### config.mk
export PLATFORM = sky130hd
export DESIGN_NAME = sw_read_scheduler
export DESIGN_NICKNAME = d
export VERILOG_FILES = /design/src/rtl/sw_pkg.sv /design/src/rtl/sw_sym_serializer.sv /design/src/rtl/sw_read_scheduler.sv
export SDC_FILE = /design/constraint.sdc
export NUM_CORES = 2
export LEC_CHECK = 0
export ABC_CLOCK_PERIOD_IN_PS = 2300
export CORE_MARGIN = 3
export CORE_UTILIZATION = 35
export CTS_BUF_LIST = sky130_fd_sc_hd__clkbuf_4 sky130_fd_sc_hd__clkbuf_8 sky130_fd_sc_hd__clkbuf_16
export DETAILED_ROUTE_END_ITERATION = 6
export PLACE_DENSITY = 0.55
export SLEW_MARGIN = 40
export SYNTH_ARGS = -nofsm -noshare
export SYNTH_HDL_FRONTEND = slang
export SYNTH_SLANG_ARGS = --single-unit
### constraint.sdc
create_clock -name clk -period 2.3 [get_ports clk]
set_input_delay 0.46 -clock clk [delete_from_list [all_inputs] [get_ports clk]]
set_output_delay 0.46 -clock clk [all_outputs]
set_load 0.005 [all_outputs]
### src/rtl/sw_pkg.sv
// Shared constants, symbol type and scheduler state encoding for the SW read scheduler.
package sw_pkg;

  localparam int DATA_WIDTH  = 4;
  localparam int IN_SIZE     = 252;
  localparam int SYM_CNT     = IN_SIZE / DATA_WIDTH;
  localparam int SCORE_WIDTH = 10;
  localparam int PTR_WIDTH   = $clog2(SYM_CNT);

  typedef logic [DATA_WIDTH-1:0] sym_t;

  typedef enum logic [2:0] {
    IDLE,
    WAIT_READ,
    STREAM,
    WAIT_SCORE,
    REPORT,
    DONE
  } sched_state_t;

endpackage

### src/rtl/sw_sym_serializer.sv
// First-word-fall-through serializer: emits a packed sequence one symbol per consume, MSB-first.
module sw_sym_serializer
  import sw_pkg::*;
(
  input  logic               clk,
  input  logic               rst,
  input  logic               load,
  input  logic               flush,
  input  logic [IN_SIZE-1:0] data,
  input  logic               rd_en,
  output logic               empty,
  output sym_t               sym_out,
  output logic               last
);

  logic [IN_SIZE-1:0]   shift_reg;
  logic [PTR_WIDTH-1:0] ptr_reg;
  logic                 empty_reg;
  logic                 consume;

  assign consume = rd_en && !empty_reg;
  assign last    = !empty_reg && (ptr_reg == PTR_WIDTH'(SYM_CNT - 1));
  assign empty   = empty_reg;
  assign sym_out = shift_reg[IN_SIZE-1 -: DATA_WIDTH];

  // The head symbol always sits in the MSBs; consuming shifts the next one up.
  always_ff @(posedge clk) begin
    if (!rst || flush) begin
      shift_reg <= '0;
      ptr_reg   <= '0;
      empty_reg <= 1'b1;
    end else if (load) begin
      shift_reg <= data;
      ptr_reg   <= '0;
      empty_reg <= 1'b0;
    end else if (consume) begin
      shift_reg <= shift_reg << DATA_WIDTH;
      if (last) begin
        empty_reg <= 1'b1;
      end else begin
        ptr_reg <= ptr_reg + 1'b1;
      end
    end
  end

endmodule

### src/rtl/sw_read_scheduler.sv
// Feeds reference/read symbol streams to the SW core, reports per-read scores and the batch best.
// Optional watchdog on STREAM/WAIT_SCORE enabled by defining SW_TIMEOUT_EN.
module sw_read_scheduler
  import sw_pkg::*;
#(
  parameter int NUM_READS = 100,
  parameter int IDX_WIDTH = 7
`ifdef SW_TIMEOUT_EN
  , parameter int TIMEOUT_CYC = 4096
`endif
) (
  input  logic                   clk,
  input  logic                   rst,
  input  logic                   ref_valid,
  input  logic [IN_SIZE-1:0]     ref_data,
  output logic                   ref_ready,
  input  logic                   read_valid,
  input  logic [IN_SIZE-1:0]     read_data,
  output logic                   read_ready,
  output logic                   buf1_empty,
  output logic [DATA_WIDTH-1:0]  buf1_out,
  input  logic                   rd1_en,
  output logic                   buf2_empty,
  output logic [DATA_WIDTH-1:0]  buf2_out,
  input  logic                   rd2_en,
  input  logic                   sw_done,
  input  logic [SCORE_WIDTH-1:0] score,
  output logic                   res_valid,
  output logic [IDX_WIDTH-1:0]   res_idx,
  output logic [SCORE_WIDTH-1:0] res_score,
  output logic [SCORE_WIDTH-1:0] best_score,
  output logic [IDX_WIDTH-1:0]   best_idx,
  output logic                   batch_done,
  output logic                   proto_err
);

  sched_state_t           state_reg, state_next;
  logic [IN_SIZE-1:0]     ref_reg;
  logic [IDX_WIDTH-1:0]   idx_reg;
  logic [SCORE_WIDTH-1:0] score_reg;
  logic [SCORE_WIDTH-1:0] best_score_reg;
  logic [IDX_WIDTH-1:0]   best_idx_reg;
  logic                   proto_err_reg;

  logic ref_fire, read_fire, score_fire, stream_fin, last_read;
  logic timeout_fire, timeout_hit;

  logic [IN_SIZE-1:0] ser_data  [2];
  logic               ser_rd_en [2];
  logic               ser_empty [2];
  logic               ser_last  [2];
  sym_t               ser_sym   [2];

  assign ref_fire   = ref_valid && ref_ready;
  assign read_fire  = read_valid && read_ready;
  assign score_fire = sw_done && (state_reg == WAIT_SCORE);
  assign last_read  = (idx_reg == IDX_WIDTH'(NUM_READS - 1));
  // A stream is finished once each buffer is empty or is handing over its final symbol now.
  assign stream_fin = (ser_empty[0] || (ser_last[0] && ser_rd_en[0])) &&
                      (ser_empty[1] || (ser_last[1] && ser_rd_en[1]));

`ifdef SW_TIMEOUT_EN
  localparam int WD_WIDTH = $clog2(TIMEOUT_CYC);
  logic [WD_WIDTH-1:0] wd_reg;

  assign timeout_fire = ((state_reg == STREAM) || (state_reg == WAIT_SCORE)) &&
                        (wd_reg == WD_WIDTH'(TIMEOUT_CYC - 1));

  always_ff @(posedge clk) begin
    if (!rst || read_fire) begin
      wd_reg <= '0;
    end else if ((state_reg == STREAM) || (state_reg == WAIT_SCORE)) begin
      wd_reg <= wd_reg + 1'b1;
    end
  end
`else
  assign timeout_fire = 1'b0;
`endif

  // A genuine score arriving in the same cycle as the watchdog wins.
  assign timeout_hit = timeout_fire && !score_fire;

  assign ser_data[0]  = ref_reg;
  assign ser_data[1]  = read_data;
  assign ser_rd_en[0] = rd1_en;
  assign ser_rd_en[1] = rd2_en;

  for (genvar gi = 0; gi < 2; gi++) begin : g_ser
    sw_sym_serializer u_ser (
      .clk     (clk),
      .rst     (rst),
      .load    (read_fire),
      .flush   (timeout_hit),
      .data    (ser_data[gi]),
      .rd_en   (ser_rd_en[gi]),
      .empty   (ser_empty[gi]),
      .sym_out (ser_sym[gi]),
      .last    (ser_last[gi])
    );
  end

  assign buf1_empty = ser_empty[0];
  assign buf2_empty = ser_empty[1];
  assign buf1_out   = ser_sym[0];
  assign buf2_out   = ser_sym[1];

  always_ff @(posedge clk) begin
    if (!rst) begin
      state_reg <= IDLE;
    end else begin
      state_reg <= state_next;
    end
  end

  always_comb begin
    state_next = state_reg;
    ref_ready  = 1'b0;
    read_ready = 1'b0;
    res_valid  = 1'b0;
    batch_done = 1'b0;
    case (state_reg)
      IDLE: begin
        ref_ready = 1'b1;
        if (ref_valid) state_next = WAIT_READ;
      end
      WAIT_READ: begin
        read_ready = 1'b1;
        if (read_valid) state_next = STREAM;
      end
      STREAM: begin
        if (timeout_fire)    state_next = REPORT;
        else if (stream_fin) state_next = WAIT_SCORE;
      end
      WAIT_SCORE: begin
        if (sw_done || timeout_fire) state_next = REPORT;
      end
      REPORT: begin
        res_valid  = 1'b1;
        state_next = last_read ? DONE : WAIT_READ;
      end
      DONE: begin
        ref_ready  = 1'b1;
        batch_done = 1'b1;
        if (ref_valid) state_next = WAIT_READ;
      end
      default: state_next = IDLE;
    endcase
  end

  // Best tracking updates on the score edge so it is already current while res_valid is high.
  always_ff @(posedge clk) begin
    if (!rst) begin
      ref_reg        <= '0;
      idx_reg        <= '0;
      score_reg      <= '0;
      best_score_reg <= '0;
      best_idx_reg   <= '0;
      proto_err_reg  <= 1'b0;
    end else begin
      if (ref_fire) begin
        ref_reg <= ref_data;
        if (state_reg == DONE) begin
          idx_reg        <= '0;
          best_score_reg <= '0;
          best_idx_reg   <= '0;
        end
      end
      if (score_fire) begin
        score_reg <= score;
        if (score > best_score_reg) begin
          best_score_reg <= score;
          best_idx_reg   <= idx_reg;
        end
      end else if (timeout_hit) begin
        score_reg <= '0;
      end
      if ((state_reg == REPORT) && !last_read) begin
        idx_reg <= idx_reg + 1'b1;
      end
      if ((sw_done && (state_reg != WAIT_SCORE)) || timeout_hit) begin
        proto_err_reg <= 1'b1;
      end
    end
  end

  assign res_idx    = idx_reg;
  assign res_score  = score_reg;
  assign best_score = best_score_reg;
  assign best_idx   = best_idx_reg;
  assign proto_err  = proto_err_reg;

endmodule
== Word-level counts from Yosys, hierarchy flattened ==
Index checks and enable logic that the tools add are counted.
Word-level totals
  bits in registers: 808
  bits of input ports: 521
  output and inout bits: 49
Cells by class
  add/subtract/negate cells: 3
  magnitude comparators: 1
  eq/ne operators: 13
  muxes and demuxes: 31
  bitwise logic cells: 3
  reductions and logical operators: 32
Operator list (number)
  252-bit two-way mux: 4
  7-bit two-way mux: 7
  10-bit two-way mux: 4
  3-bit two-way mux: 5
  3-bit case mux with 5 select lines: 1
  6-bit by 1-bit adder with 6-bit output, second input constant: 2
  6-bit equality test, second input constant: 2
  1-bit logical AND: 12
  2-bit nonzero test: 6
  10-bit > comparator: 1
  1-bit two-way mux: 10
  2-bit AND reduction: 5
  7-bit by 1-bit adder with 7-bit output, second input constant: 1
  7-bit equality test, second input constant: 1
  3-bit by 2-bit equality test with 1-bit output, second input constant: 2
  3-bit equality test, second input constant: 2
  2-bit inequality test, second input constant: 3
  4-bit AND reduction: 1
  2-bit OR reduction: 2
  3-bit by 1-bit equality test with 1-bit output, second input constant: 1
  1-bit logical NOT: 3
  3-bit logical NOT: 1
  3-bit by 2-bit inequality test with 1-bit output, second input constant: 1
  1-bit NOT: 3
  2 further kinds: 3

== Logic depth before layout (Yosys ltp) ==
  word-level depth: 7
  mapped depth: 9
  depth with buffers taken out: 7

== Cells and area by module ==
A second synthesis with hierarchy kept.
Second synthesis, totals
  cells, all modules: 4224
  area, all modules: 36820.3 µm²
By module, submodules not included
  sw_sym_serializer: times used 2, cells each 1447, area an instance 12763.5 µm²
  sw_read_scheduler: times used 1, cells each 1330, area an instance 11293.3 µm²

== Least setup slack after synthesis ==
OpenSTA, ideal clock, no wires.
  kind: in2reg
  from: in score[4]
  to: reg best_idx_reg[5] (netlist: best_idx[5])
  setup time: 0.121 ns
  arrival: 1.851 ns
  data required time: 2.179 ns
  setup slack: 0.327 ns
  stages on the path: 8
  path through: ha_1 a21o_1 a21oi_1 a21oi_1 o311a_1 buf_4 buf_4 mux2i_1
Between the ends
  longest elaborated chain between the ends: 3
RTL lines
  from (decl): RTL line sw_read_scheduler.sv:27  | input logic [SCORE_WIDTH-1:0] score,
  10-bit > comparator: RTL line sw_read_scheduler.sv:170  | if (score > best_score_reg) begin
  7-bit two-way mux: RTL line sw_read_scheduler.sv:170
  7-bit two-way mux: RTL line sw_read_scheduler.sv:168  | if (score_fire) begin
  to (signal assigned): RTL line sw_read_scheduler.sv:172  | best_idx_reg <= idx_reg;
  to (decl): RTL line sw_read_scheduler.sv:42  | logic [IDX_WIDTH-1:0] best_idx_reg;
No other way between the ends.
A chain may end at the register's enable or synchronous reset.

== Worst setup path in the final report ==
  from: reg state_reg[1]
  to: out res_valid
Between the ends
  longest elaborated chain between the ends: 2
RTL lines
  from (decl): RTL line sw_read_scheduler.sv:37  | sched_state_t state_reg, state_next;
  from (signal assigned): RTL line sw_read_scheduler.sv:111  | state_reg <= state_next;
  3-bit equality test: RTL line sw_read_scheduler.sv:121  | case (state_reg)
  1-bit two-way mux: RTL line sw_read_scheduler.sv:121
  to (decl): RTL line sw_read_scheduler.sv:28  | output logic res_valid,
No other way between the ends.

==> run metrics <==
Critical Path Sink Type=output pin; Die Outline Area=102,000 um^2; filler instances=9,607; synthesized instance count=4,201; depth of the CTS H-tree=3; maximum number of pins on one net before global-route repair=95; Slew Limit Fails=0; count of buffers inserted at the top-level ports=569; grt total ovfl=0; primary flip-flop cell chosen by synthesis mapping=sky130_fd_sc_hd__dfxtp_1; Post-route DRC=0; die extent in y=320 um; mapped cell area=34,500 um^2; Arrival @ worst endpoint=1730 ps; minimum setup slack in the final design=113 ps; endpoint required time on the critical path=1840 ps; Post-Synthesis Mean Instance Area=8.22 um^2; worst hold slack=200 ps; root buffer cell=sky130_fd_sc_hd__clkbuf_16; antenna violations before repair=30; net count reported at finish=5,180; Hold Path Class=in2reg; via count=30,000; Starting DRT DRC Count=2,209; Area Overhead vs Synth=31.4%; initial cell density of the core=35.5%; share of the yosys chip area belonging to registers=46.8%; worst clock skew=25.9 ps; number of buffers on the longest clock path=3; R2R Setup Slk=410 ps; post-layout minimum cycle time=2190 ps; syn_nets=4,737; flip-flop count of the largest register after layout=504; total leakage power=0.0218 uW; Setup CP Type=reg2out; actual slew at the worst max-slew pin=631 ps; placement-stage worst setup slack=-69.5 ps; number of buffers created by CTS=90; share of the clock period used by the worst path after layout=95.1%; I/O Pins=570; die width=320 um; Clock transition at path regs=60 ps; critical path startpoint category=flip-flop; final hold violation count=0; first-pass GRT wire length=163,000 um; TritonCTS clock tree=done; placement row count=114; number of storage elements in the synthesis netlist=808; ratio of routed vias to standard cells=4.99; headroom to the max-slew limit=57.9%; warnings from Yosys=0; total routed wirelength=105,000 um; Final HPWL DP=73,700 um; Final ANT Viol Nets=0; worst IR drop on VDD=0.427 mV; area inside the core boundary=97,300 um^2; total power divided by cell area=786 nW/um^2; worst-path fanout max=8; total iterations of the first detailed-routing run=7; number of enable-type register cells in the synthesized netlist=0; via count of the first global-routing pass=28,900; area of the multi-input gates=16,600 um^2; RSZ-0062 raised after global routing=false; clk sinks=808; Achievable Freq=0.457 GHz; placer's final routability congestion estimate=0.821; flip-flop and latch area=16,200 um^2; WL/cell=17.5 um; final setup fails=0; Max-cap violations=0; share of async-settable or async-resettable flops after synthesis=0%; total of hold buffers inserted after clock tree synthesis=0; fraction of layout cells with a size suffix above 1=7.28%; result of the run=completed; worst-skew pair later-pin latency=650 ps; library cells used by synthesis=44; total track usage=19.7%
area by class of cell:
| cell class | count | area share, % |
|---|---|---|
| sequential | 808 | 35.7 |
| clock inverter | 26 | 0.673 |
| timing repair buffer | 735 | 17.2 |
| tap | 1276 | 3.52 |
| antenna | 30 | 0.165 |
| inverter | 15 | 0.124 |
| clock buffer | 136 | 6.13 |
| multi-input combinational | 2994 | 36.5 |
where the power goes:
group	leakage [uW]	internal, uW	switching (uW)
combinational	0.0137	2580	2500
sequential	0.00661	15100	588
clock	0.00156	9010	5900
layout by cell type, fill, tap and decap left out, types with 3 or more instances in the layout:
cell                              Yosys  routed
sky130_fd_sc_hd__buf_4               11      96
sky130_fd_sc_hd__and2_1               6       5
sky130_fd_sc_hd__o21ai_0              7       7
sky130_fd_sc_hd__clkbuf_4             0      20
sky130_fd_sc_hd__nand3_1            514     514
sky130_fd_sc_hd__diode_2              0      30
sky130_fd_sc_hd__mux2i_1             17      17
sky130_fd_sc_hd__nor2b_1              9       6
sky130_fd_sc_hd__inv_1               15      15
sky130_fd_sc_hd__dfxtp_1            808     807
sky130_fd_sc_hd__clkinv_2             0      15
sky130_fd_sc_hd__clkbuf_8             0      24
sky130_fd_sc_hd__a21boi_1           180     180
sky130_fd_sc_hd__nor3_1               3       3
sky130_fd_sc_hd__clkbuf_16            0      92
sky130_fd_sc_hd__xor2_1               8       8
sky130_fd_sc_hd__nand2_1           1570    1569
sky130_fd_sc_hd__a21boi_0            92      92
sky130_fd_sc_hd__a21oi_1             10      10
sky130_fd_sc_hd__ha_1                15      15
sky130_fd_sc_hd__buf_12               1      70
sky130_fd_sc_hd__nor2_1              24      24
sky130_fd_sc_hd__nand2b_1             5       3
sky130_fd_sc_hd__o211a_1            496     496
sky130_fd_sc_hd__nand4_1              9       9
sky130_fd_sc_hd__bufinv_16            0       6
sky130_fd_sc_hd__clkdlybuf4s50_1      0     564
sky130_fd_sc_hd__dlygate4sd2_1        0       4
sky130_fd_sc_hd__o21a_1               5       5
critical path, stage by stage, from the launching register on:
cell	delay [ps]
sky130_fd_sc_hd__dfxtp_1	380
sky130_fd_sc_hd__buf_4	200
sky130_fd_sc_hd__nor3b_4	230
sky130_fd_sc_hd__dlygate4sd2_1	290
Yosys cell counts, drive strengths merged (9+ instances only):
cell | n | area [um^2]
dfxtp | 808 | 16200
nand4 | 9 | 56.3
nand3 | 514 | 2570
o211a | 496 | 4960
buf | 139 | 872
nand2 | 1571 | 5900
clkbuf | 245 | 920
a21oi | 10 | 50.1
a21boi | 272 | 2040
nor2 | 24 | 90.1
mux2i | 17 | 170
inv | 15 | 56.3
nor2b | 10 | 65.1
ha | 15 | 188
metal layers:
layer  share of wire (%)  up-vias  track usage (%)  wire length [um]
met1                  46    14200             26.0             48200
met3                 3.5      139             3.08              3690
met2                  48      525             32.3             50400
met5                   0        -                0                 0
li1                    -    15200                -                 -
met4                 2.8        0             7.90              2980
kinds of logic after synthesis:
logic type               count (synthesis)  share of synthesized area, %
AND/OR/NAND/NOR                       2153                          25.7
multiplexers                            17                         0.493
AO/OA/AOI/OAI                          799                          20.8
XOR/XNOR                                10                         0.254
buffers and inverters                  399                          5.35
adder cells (fa/ha/maj)                 15                         0.543
flip-flops                             808                          46.8
what timing repair did:
item                       CTS  global route
resized for setup            7             0
setup buffers                1             0
setup endpoints to repair    4             0
path summary, 6_finish.rpt:
| kind | cells after the start | from | end |
|---|---|---|---|
| max | 3 | state_reg[1] | res_valid |
| min | 2 | rst | res_idx[4] |
| max reg2reg | 8 | best_score[4] | best_idx[6] |
| min reg2reg | 2 | ref_reg[27] | ref_reg[27] |
metrics by stage:
step | area (um^2) | total power, uW | std cells | setup TNS (ps) | utilization (%)
2_1_floorplan | 34500 | 18900 | 4201 | 0 | -
3_3_place_gp | 42200 | 21000 | 5827 | -1320 | 43.4
3_5_place_dp | 42200 | 21100 | 5827 | -872 | 43.4
4_1_cts | 45300 | 36200 | 5990 | 0 | 46.6
5_1_grt | 45400 | 37400 | 6019 | 0 | 46.7
6_report | 45400 | 35700 | 6020 | 0 | 46.7
Note: power is estimated with default switching activity, not from simulation.
